### config.mk
export PLATFORM = sky130hd
export DESIGN_NAME = alarm_controller
export DESIGN_NICKNAME = d
export VERILOG_FILES = /design/src/rtl/alarm_controller.sv
export SDC_FILE = /design/constraint.sdc
export NUM_CORES = 1
export LEC_CHECK = 0
export ABC_CLOCK_PERIOD_IN_PS = 3480
export CAP_MARGIN = 15
export CORE_UTILIZATION = 59
export CTS_BUF_LIST = sky130_fd_sc_hd__clkbuf_8
export DETAILED_ROUTE_END_ITERATION = 7
export PLACE_DENSITY = 0.93
export REMOVE_ABC_BUFFERS = 1
export SLEW_MARGIN = 20
export SYNTH_ARGS = -nofsm -noshare
export SYNTH_HDL_FRONTEND = slang
export SYNTH_SLANG_ARGS = --single-unit
### constraint.sdc
create_clock -name clock -period 3.48 [get_ports clock]
set_clock_uncertainty 0.2 [all_clocks]
set_input_delay 0.348 -clock clock [delete_from_list [all_inputs] [get_ports clock]]
set_output_delay 0.348 -clock clock [all_outputs]
set_load 0.05 [all_outputs]
### src/rtl/alarm_controller.sv
// Anti-theft alarm sequencer: tracks ignition/doors, selects and starts the shared
// countdown interval, and drives the siren and the status LED.
module alarm_controller #(
   parameter int unsigned BLINK_DIV = 10,
   parameter int unsigned CW        = 8
) (
   input  logic       clock,
   input  logic       reset,
   input  logic       ignition,
   input  logic       door_driver,
   input  logic       door_pass,
   input  logic       reprogram,
   input  logic       expired,
   output logic [1:0] interval,
   output logic       start_timer,
   output logic       siren_enable,
   output logic       status_indicator,
   output logic [2:0] state_out
);

   localparam int unsigned GW         = 2;
   localparam logic [GW-1:0] GUARD_DONE = GW'(2);
   localparam logic [CW-1:0] BLINK_LAST = CW'(BLINK_DIV - 1);

   localparam logic [1:0] IV_ARM_DELAY  = 2'd0;
   localparam logic [1:0] IV_DRIVER     = 2'd1;
   localparam logic [1:0] IV_PASSENGER  = 2'd2;
   localparam logic [1:0] IV_ALARM_ON   = 2'd3;

   typedef enum logic [2:0] {
      ARMED             = 3'd0,
      TRIGGERED         = 3'd1,
      SOUND_ALARM       = 3'd2,
      ALARM_HOLD        = 3'd3,
      DISARMED          = 3'd4,
      WAIT_DRIVER_OUT   = 3'd5,
      WAIT_DOORS_CLOSED = 3'd6,
      ARM_DELAY         = 3'd7
   } state_e;

   state_e        state_q, state_d;
   logic [GW-1:0] guard_q, guard_d;
   logic [CW-1:0] blink_q, blink_d;
   logic          led_q, led_d;
   logic [1:0]    iv_q, iv_d;
   logic          start_q, start_d;
   logic          siren_q, siren_d;
   logic          any_door;
   logic          exp_ok;
   logic          changed;

   // State and registered outputs
   always_ff @(posedge clock or negedge reset) begin
      if (!reset) begin
         state_q <= ARMED;
         guard_q <= '0;
         blink_q <= '0;
         led_q   <= 1'b0;
         iv_q    <= IV_ARM_DELAY;
         start_q <= 1'b0;
         siren_q <= 1'b0;
      end else begin
         state_q <= state_d;
         guard_q <= guard_d;
         blink_q <= blink_d;
         led_q   <= led_d;
         iv_q    <= iv_d;
         start_q <= start_d;
         siren_q <= siren_d;
      end
   end

   // Next state, start pulse and next registered outputs
   always_comb begin
      state_d  = state_q;
      iv_d     = iv_q;
      start_d  = 1'b0;
      siren_d  = 1'b0;
      led_d    = 1'b0;
      blink_d  = '0;
      guard_d  = guard_q;
      changed  = 1'b0;
      any_door = door_driver | door_pass;
      // expired is stale during the start and load cycles of a timed state
      exp_ok   = expired && (guard_q == GUARD_DONE);

      if (reprogram) begin
         state_d = ARMED;
      end else begin
         unique case (state_q)
            ARMED: begin
               if (ignition) begin
                  state_d = DISARMED;
               end else if (door_driver) begin
                  state_d = TRIGGERED;
                  iv_d    = IV_DRIVER;
                  start_d = 1'b1;
               end else if (door_pass) begin
                  state_d = TRIGGERED;
                  iv_d    = IV_PASSENGER;
                  start_d = 1'b1;
               end
            end
            TRIGGERED: begin
               if (ignition)    state_d = DISARMED;
               else if (exp_ok) state_d = SOUND_ALARM;
            end
            SOUND_ALARM: begin
               if (ignition) begin
                  state_d = DISARMED;
               end else if (!any_door) begin
                  state_d = ALARM_HOLD;
                  iv_d    = IV_ALARM_ON;
                  start_d = 1'b1;
               end
            end
            ALARM_HOLD: begin
               if (ignition)      state_d = DISARMED;
               else if (any_door) state_d = SOUND_ALARM;
               else if (exp_ok)   state_d = ARMED;
            end
            DISARMED: begin
               if (!ignition) state_d = WAIT_DRIVER_OUT;
            end
            WAIT_DRIVER_OUT: begin
               if (ignition)         state_d = DISARMED;
               else if (door_driver) state_d = WAIT_DOORS_CLOSED;
            end
            WAIT_DOORS_CLOSED: begin
               if (ignition) begin
                  state_d = DISARMED;
               end else if (!any_door) begin
                  state_d = ARM_DELAY;
                  iv_d    = IV_ARM_DELAY;
                  start_d = 1'b1;
               end
            end
            ARM_DELAY: begin
               if (ignition)      state_d = DISARMED;
               else if (any_door) state_d = WAIT_DOORS_CLOSED;
               else if (exp_ok)   state_d = ARMED;
            end
            default: state_d = ARMED;
         endcase
      end

      // A reprogram counts as a fresh entry even when already ARMED
      changed = reprogram || (state_d != state_q);

      if (changed)                    guard_d = '0;
      else if (guard_q != GUARD_DONE) guard_d = guard_q + GW'(1);

      siren_d = (state_d == SOUND_ALARM) || (state_d == ALARM_HOLD);

      unique case (state_d)
         ARMED: begin
            if (changed) begin
               blink_d = '0;
               led_d   = 1'b0;
            end else if (blink_q == BLINK_LAST) begin
               blink_d = '0;
               led_d   = ~led_q;
            end else begin
               blink_d = blink_q + CW'(1);
               led_d   = led_q;
            end
         end
         TRIGGERED, SOUND_ALARM, ALARM_HOLD: led_d = 1'b1;
         default:                            led_d = 1'b0;
      endcase
   end

   assign interval         = iv_q;
   assign start_timer      = start_q;
   assign siren_enable     = siren_q;
   assign status_indicator = led_q;
   assign state_out        = state_q;

endmodule

==> results.toml, run 1 <==
[sta]
period_needed_ns = 2.49
slew_viol_final = 0
fin_tns_setup_ns = 0
slew_headroom_pct = 49.6
min_period_over_period_pct = 71.6
rsz0062_at_grt = "no"
finalHoldViolCount = 0
setup_viol = 0
worst_pin_slew_ns = 0.754
max_freq_mhz = 401

[layout]
finish.utilization_pct = 77.1
design_area_mm2 = 0.00122
fin_nets = 130
layout_common_cells = "dfrtp_1 (18), nor2_1 (14), clkdlybuf4s50_1 (14)"
syn_to_final_growth_pct = 17.1
diodes = 0
layout_commonest_cell = "dfrtp_1"
fillCellCount = 107
stdcell_count = 135
regArea_um2 = 450
drive_gt1_share_pct = 6.72
multiInputGateArea_um2 = 524

[clock_tree]
clock-root-buffer = "clkbuf_8"
holdBufCountCts = 0
insertion_delay_ns = 0.26
numCtsBuffers = 3
cts_tree = "done"
path_clk_slew_ns = 0.07
cts_resized = 0
cts_max_level = 1
post_cts_buffers = 0
clockBufferDepth = 2
cts.sinks = 18

[drt]
vias = 834
final_antenna_net_count = 0
drt-initial-drc-count = 9
viasPerCell = 6.18
dr.pass1.iters = 6
routed_wl_um = 2220
drc_errors = 0
wl_per_cell_um = 16.4

[global_route]
antenna_found_initial = 0
grt_pass1_wl_um = 3680
grt_remaining_overflow = 0
grt_usage_pct = 26.8
grt_pass1_vias = 826
grt_max_degree = 19

[synthesis]
ys_top_cells_by_area = "dfrtp_1 (43%), nor2_1 (5.1%), xor2_1 (5.1%), ha_1 (3.6%), a21oi_1 (3.4%)"
yosys_warnings = 0
ys_types = 37
synthCells = 105
syn_area_per_cell_um2 = 9.89
yosysSeqAreaShare_pct = 43.4
ys_ff_latch = 18
yosys.area.top_type_share_pct = 43.4
synth_top_area_cell = "dfrtp_1"
syn_area_mm2 = 0.00104

[die]
die_h_um = 44.0
ioPinCount = 15
start_util_pct = 65.9
core_mm2 = 0.00158
rows = 14
die_area_mm2 = 0.00193
fp.dieW_um = 44.0

[job]
maxCapViolations = 0

[critical_path]
required_ns = 3.42
path_class = "in -> reg"
cp-end-kind = "flip-flop"
start_kind = "input port"
critPathMaxFanout = 9
arrival_ns = 2.44

[placed_design]
io_buffers = 14
dp.cells = 131
placed_area_mm2 = 0.00116
dp_hpwl_um = 1520
gp_congestion = 0.884

[pwr]
p_leak_nw = 0.550
ir_worst_vdd_v = 0.000459
powerDensity_mw_per_mm2 = 429
p_total_w = 0.000521

[status]
outcome = "complete, no violations"

[min_path]
min-delay-path-class = "reg -> reg"
critical path, cell delays in order:
cell,delay [ns]
clkdlybuf4s50_1,0.59
nor3b_2,0.42
o21ai_0,0.13
and3_1,0.20
nand4bb_1,0.42
o22a_1,0.32
per-layer routing:
metal / global-route usage, % / vias to the layer above / share of wire, %
met4: 14.5 / 0 / 2.3
met5: 0 / - / 0
li1: - / 397 / -
met1: 33.4 / 406 / 46
met2: 42.7 / 24 / 47
met3: 6.67 / 7 / 4.8
final timing paths:
check / from / to / slack (ns) / cells after the start
min in group asynchronous: reset / guard_q[0] / 0.33 / 1
max reg2reg: guard_q[0] / status_indicator / 1.13 / 7
min: interval[0] / interval[0] / 0.31 / 1
min reg2reg: interval[0] / interval[0] / 0.31 / 1
max: door_driver / status_indicator / 0.99 / 6
max in group asynchronous: reset / state_out[2] / 2.27 / 1
cells in the mapped netlist:
cell,count
or2_2,1
dfrtp_1,18
ha_1,3
o22a_1,1
a22oi_1,1
buf_4,2
o31a_1,1
o2111ai_1,2
o21ai_0,2
nand2_1,4
nor3b_1,1
mux2i_1,2
and2_1,1
nand4bb_1,2
nor4_1,1
nor3b_2,1
o211a_1,1
o21a_1,1
a21o_1,1
a211o_1,1
nand3_1,6
nor4b_1,1
xor2_1,6
buf_6,2
nor2_1,14
nor3_1,2
and3_1,3
a21oi_1,7
mux2_2,1
nor4b_4,1
nand2b_1,2
o211ai_1,2
inv_1,7
o2111a_1,1
nor2b_1,1
xnor2_1,1
nand3b_1,1
area by class of cell:
class	count	share of cell area, %
multi-input combinational	76	43.1
inverter	7	2.16
tap	16	1.65
clock buffer	4	4.53
sequential	18	37.0
timing repair buffer	14	11.5
power by group:
part	internal [W]	total (W)	switching, W
Clock	0.000101	0.000171	0.0000705
Combinational	0.0000437	0.000117	0.0000735
Sequential	0.000222	0.000233	0.0000114
Total	0.000366	0.000521	0.000155
state kept, by name (all words and copies together), names as in the netlist:
register	cells
guard_q	2
status_indicator	1
state_out	3
interval	2
siren_enable	1
blink_q	8
start_timer	1
per-stage QoR:
| step | setup WS, ns | hold WS [ns] |
|---|---|---|
| 6_report | 0.987 | 0.314 |
| 3_5_place_dp | 0.840 | 0.300 |
| 5_1_grt | 0.911 | 0.326 |
| 3_3_place_gp | 0.941 | 0.280 |
| 4_1_cts | 1.03 | 0.321 |
| 2_1_floorplan | 1.20 | -0.148 |
logic make-up (layout without fill, tap and decap cells):
logic type	after synthesis	count (layout)	share of synthesized area [%]
simple gates	42	42	23.7
flops	18	18	43.4
compound gates	21	21	14.2
mux	3	3	3.01
buf+inv	11	25	6.14
fa+ha+maj	3	3	3.61
xor+xnor	7	7	5.90
(Power assumes the default switching activity.)
==> run 2: changes to the inputs <==
--- a/config.mk
+++ b/config.mk
@@ -5,12 +5,12 @@
 export SDC_FILE = /design/constraint.sdc
 export NUM_CORES = 1
 export LEC_CHECK = 0
-export ABC_CLOCK_PERIOD_IN_PS = 3480
+export ABC_CLOCK_PERIOD_IN_PS = 2000
 export CAP_MARGIN = 15
-export CORE_UTILIZATION = 59
+export CORE_UTILIZATION = 50
 export CTS_BUF_LIST = sky130_fd_sc_hd__clkbuf_8
 export DETAILED_ROUTE_END_ITERATION = 7
-export PLACE_DENSITY = 0.93
+export PLACE_DENSITY = 0.84
 export REMOVE_ABC_BUFFERS = 1
 export SLEW_MARGIN = 20
 export SYNTH_ARGS = -nofsm -noshare
==> constraint.sdc (replaced) <==
create_clock -name clock -period 2 [get_ports clock]
set_clock_uncertainty 0.2 [all_clocks]
set_input_delay 0.2 -clock clock [delete_from_list [all_inputs] [get_ports clock]]
set_output_delay 0.2 -clock clock [all_outputs]
set_load 0.05 [all_outputs]
==> run 2 against run 1 <==
Power grew 78%. Critical path depth decreased by 5. Critical endpoint is now state_out[0]. Combinational power increased by 100%.
==> results.toml, run 2 (synthesis results as in run 1) <==
[critical_path]
cp-end-kind = "output port"
path_class = "reg -> out"
start_kind = "flip-flop"
reg2reg_from = "guard_q[0]"
cpMaxStageDelayCell = "clkdlybuf4s50_1"
startpoint = "state_out[0]"
required_ns = 1.60
ff2ff_setup_slack_ns = 0.09
critPathMaxFanout = 6
arrival_ns = 1.54
worst_path_largest_cell_delay_ns = 0.84
crit_chain = "clkdlybuf4s50_1"
path_buf_inv = 1
critPathTopFamily = "buffers and inverters"

[pwr]
switchingPower_w = 0.000271
clock_power_share_pct = 30.8
pwr-share-seq_pct = 43.7
pwr-share-comb_pct = 25.5
sw_frac_of_total_pct = 29.2
p_leak_nw = 0.656
intPower_w = 0.000657
ir_worst_vdd_v = 0.000411
powerDensity_mw_per_mm2 = 667

[min_path]
min-delay-path-class = "in -> async"

[status]
outcome = "complete, no violations"

[drt]
routed_wl_um = 2240
drc_errors = 0
drt-initial-drc-count = 10
viasPerCell = 5.47
final_antenna_net_count = 0
vias = 859
wl_per_cell_um = 14.3
dr.pass1.iters = 5

[layout]
syn_to_final_growth_pct = 34.0
design_area_mm2 = 0.00139
fin_nets = 141
diodes = 0
layout_commonest_cell = "dfrtp_1"
finish.utilization_pct = 70.9
largest_reg_flops = 8
top_register = "blink_q"
layout_common_cells = "dfrtp_1 (17), nor2_1 (14), buf_4 (12)"
drive_gt1_share_pct = 24.6

[global_route]
grt_remaining_overflow = 0
grt_pass1_vias = 840
grt_max_degree = 19
grt_usage_pct = 20.7
antenna_found_initial = 0
grt_pass1_wl_um = 3300

[placed_design]
io_buffers = 14
gp_congestion = 0.879
placed_area_mm2 = 0.00125
dp_hpwl_um = 1590

[clock_tree]
insertion_delay_ns = 0.25
clockBufferDepth = 2
numCtsBuffers = 3
cts.sinks = 18
cts_max_level = 1
cts_tree = "done"
holdBufCountCts = 0
clock-root-buffer = "clkbuf_8"
path_clk_slew_ns = 0.07

[die]
rows = 16
ioPinCount = 15
die_h_um = 47.6
core_mm2 = 0.00196
fp.dieW_um = 47.6
die_area_mm2 = 0.00226
start_util_pct = 52.9

[sta]
slew_viol_final = 0
finalHoldViolCount = 0
setup_viol = 0
max_freq_mhz = 515
worst_pin_slew_ns = 0.502
slew_headroom_pct = 66.4
period_needed_ns = 1.94
min_period_over_period_pct = 97.1

[job]
maxCapViolations = 0
-- run 2: cell types whose count changed in the layout (fill, tap and decap cells not counted), moves of 2 or more --
| cell | change |
|---|---|
| clkdlybuf4s50_1 | -5 |
| a21oi_2 | +2 |
| dlymetal6s2s_1 | +3 |
| buf_4 | +12 |
| a21oi_1 | -2 |
-- run 2: repair_timing --
item                                    4_1_cts  5_1_grt
pin swaps                                     1        4
hold endpoints to repair                      0        0
buffers inserted                              0        0
resized for setup                             6       12
endpoints found under the setup margin        9       11
-- run 2: metal layers --
| layer | wire (um) | vias to the layer above | share of wire (%) | GRT usage [%] |
|---|---|---|---|---|
| met5 | 0 | - | 0 | 0 |
| li1 | - | 421 | - | - |
| met2 | 1200 | 17 | 54 | 39.5 |
| met1 | 974 | 419 | 44 | 24.0 |
| met3 | 54 | 2 | 2.4 | 2.26 |
| met4 | 12 | 0 | 0.54 | 6.67 |
-- run 2: cell type report --
class	count	area [um2]
Multi-Input combinational cell	76	596
Fill cell	149	571
Sequential cell	18	452
Timing Repair Buffer	25	229
Clock buffer	4	55.1
Tap cell	27	33.8
Inverter	7	26.3
-- run 2: through the flow --
stage                     power (W)  setup TNS (ns)  std cells  setup slack (ns)  hold WS [ns]
after global placement     0.000622           -1.14        153            -0.140         0.271
final                      0.000928               0        157            0.0570        0.0795
after global routing       0.000964         -0.0178        157           -0.0178         0.132
after CTS                  0.000919               0        157           0.00737        0.0827
after floorplan            0.000535           -1.18        101            -0.279        -0.296
after detailed placement   0.000631           -1.46        153            -0.176         0.307
-- run 2: final timing paths --
path | to | cells after the start
setup / recovery | state_out[0] | 1
hold / removal | interval[0] | 2
setup reg to reg | blink_q[4] | 8
hold reg to reg | interval[1] | 1
max in group asynchronous | state_out[1] | 2
min in group clock | interval[1] | 1
-- run 2: power groups by stage --
stage               Sequential, W  Clock (W)  Combinational (W)
floorplan                0.000470          0          0.0000654
global placement         0.000408          0           0.000214
detailed placement       0.000411          0           0.000219
CTS                      0.000405   0.000288           0.000226
global route             0.000408   0.000303           0.000254
finish                   0.000405   0.000285           0.000237
==> run 3: changes to the inputs <==
--- a/config.mk
+++ b/config.mk
@@ -7,10 +7,13 @@
 export LEC_CHECK = 0
 export ABC_CLOCK_PERIOD_IN_PS = 2000
 export CAP_MARGIN = 15
-export CORE_UTILIZATION = 50
+export CELL_PAD_IN_SITES_DETAIL_PLACEMENT = 0
+export CELL_PAD_IN_SITES_GLOBAL_PLACEMENT = 2
+export CORE_ASPECT_RATIO = 0.5
+export CORE_UTILIZATION = 31
 export CTS_BUF_LIST = sky130_fd_sc_hd__clkbuf_8
 export DETAILED_ROUTE_END_ITERATION = 7
-export PLACE_DENSITY = 0.84
+export PLACE_DENSITY = 0.83
 export REMOVE_ABC_BUFFERS = 1
 export SLEW_MARGIN = 20
 export SYNTH_ARGS = -nofsm -noshare
==> run 3 against run 2 <==
Wire length up 2.2%. Cell area grew 1.3%. Register-to-register slack about the same. Fmax about the same. Non-clock buffer count up 5. Clock power up 5%. Critical endpoint is now blink_q[2]. The flow now finishes with violations (design-rule violations). Via count decreased by 1.2%. Setup slack improved by 0.0016 ns.
==> results.toml, run 3 (synthesis results as in run 1) <==
[status]
outcome = "complete, but fails checks"
failed_checks = "design-rule violations"

[drt]
top_layer = "met3"
drt-initial-drc-count = 55
vias = 849
viasPerCell = 4.85
final_antenna_net_count = 0
drc_errors = 2
wl_met1_um = 1200
route.met3.wl_um = 92
routed_wl_um = 2290
dr.pass1.iters = 7
wl_per_cell_um = 13.1
met2_length_um = 993

[layout]
syn_to_final_growth_pct = 35.7
stdcell_count = 175
diodes = 0
top_register = "blink_q"
drive_gt1_share_pct = 26.7
layout_common_cells = "buf_4 (18), dfrtp_1 (17), nor2_1 (13)"
layout_commonest_cell = "buf_4"
fillCellCount = 291
finish.utilization_pct = 45.4
fin_nets = 146
largest_reg_flops = 8

[pwr]
ir_worst_vdd_v = 0.000261
p_leak_nw = 0.642
powerDensity_mw_per_mm2 = 666

[clock_tree]
numCtsBuffers = 3
clock-root-buffer = "clkbuf_8"
path_clk_slew_ns = 0.07
cts_max_level = 1
cts.sinks = 18
insertion_delay_ns = 0.25
holdBufCountCts = 0
cts_tree = "done"
clockBufferDepth = 2

[critical_path]
crit_chain = "clkdlybuf4s50_1 -> nor2_1 -> o31a_1 -> o2111ai_1 -> nand4bb_1 -> buf_6 -> nor2_1"
reg2reg_from = "state_out[1]"
path_common_cell = "nor2_1"
critPathMaxFanout = 8
arrival_ns = 1.88
path_class = "in -> reg"
required_ns = 1.94
start_kind = "input port"
cpMaxStageDelayCell = "clkdlybuf4s50_1"
startpoint = "door_pass"
cp-end-kind = "flip-flop"
worst_path_largest_cell_delay_ns = 0.61

[job]
maxCapViolations = 0

[placed_design]
gp_congestion = 0.800
io_buffers = 14
dp.cells = 170
dp_hpwl_um = 1690
place_ws_ns = -0.237

[die]
ioPinCount = 15
core_mm2 = 0.00310
fp.dieW_um = 83.9
start_util_pct = 33.5
die_h_um = 42.9
die_area_mm2 = 0.00360
rows = 14

[global_route]
grt_pass1_vias = 808
grt_max_degree = 19
antenna_found_initial = 0
grt_pass1_wl_um = 3910
grt_remaining_overflow = 0
grt_usage_pct = 14.2

[sta]
hold_ws_ns = 0.0689
setup_viol = 0
finalHoldViolCount = 0
slew_viol_final = 0
min_period_over_period_pct = 97.1
slew_headroom_pct = 66.6
period_needed_ns = 1.94
fin_tns_setup_ns = 0
rsz0062_at_grt = "no"
max_freq_mhz = 515
worst_pin_slew_ns = 0.500
fin_ws_ns = 0.0586

[min_path]
min-delay-path-class = "in -> async"
run 3: power by group:
part | internal, W | total [W] | switching (W) | leakage (nW)
Sequential | 0.000385 | 0.000404 | 0.0000183 | 0.240
Combinational | 0.0000985 | 0.000235 | 0.000137 | 0.373
Clock | 0.000175 | 0.000300 | 0.000125 | 0.0288
Total | 0.000659 | 0.000939 | 0.000280 | 0.642
run 3: cell type report:
class | count | area, um2 | share of cell area [%]
clock buffers | 4 | 55.1 | 3.91
inverters | 7 | 26.3 | 1.87
multi-input cells | 76 | 571 | 40.5
flip-flops and latches | 18 | 452 | 32.1
well taps | 40 | 50.0 | 3.55
repair buffers | 30 | 255 | 18.1
run 3: critical path: cells and delay by family:
family / cells / cell delay, ns
AOI/OAI and AO/OA: 2 / 0.53
buffers and inverters: 2 / 0.76
and+or+nand+nor: 3 / 0.39
run 3: path summary, 6_finish.rpt:
| kind | endpoint | slack (ns) | depth (start not counted) |
|---|---|---|---|
| worst max-delay path | blink_q[2] | 0.06 | 7 |
| worst min-delay path | state_out[1] | 0.07 | 2 |
| worst max register to register | blink_q[2] | 0.08 | 6 |
| worst min register to register | interval[0] | 0.29 | 1 |
| max in group asynchronous | state_out[1] | 1.32 | 2 |
| min in group clock | interval[0] | 0.29 | 1 |
run 3: per-stage QoR:
step           power (W)  area, um2
2_1_floorplan   0.000535       1000
3_3_place_gp    0.000634       1300
3_5_place_dp    0.000636       1300
4_1_cts         0.000938       1360
5_1_grt         0.000990       1410
6_report        0.000939       1410
run 3: what timing repair did:
action / in CTS / in global routing
buffers inserted: 0 / 1
setup endpoints to repair: 9 / 10
pin swaps: 1 / 3
resized for setup: 3 / 11
run 3: per-layer routing:
layer / vias up / GRT usage (%)
met4: 0 / 3.10
met2: 15 / 21.5
met5: - / 0
li1: 429 / -
met3: 0 / 4.67
met1: 405 / 19.7
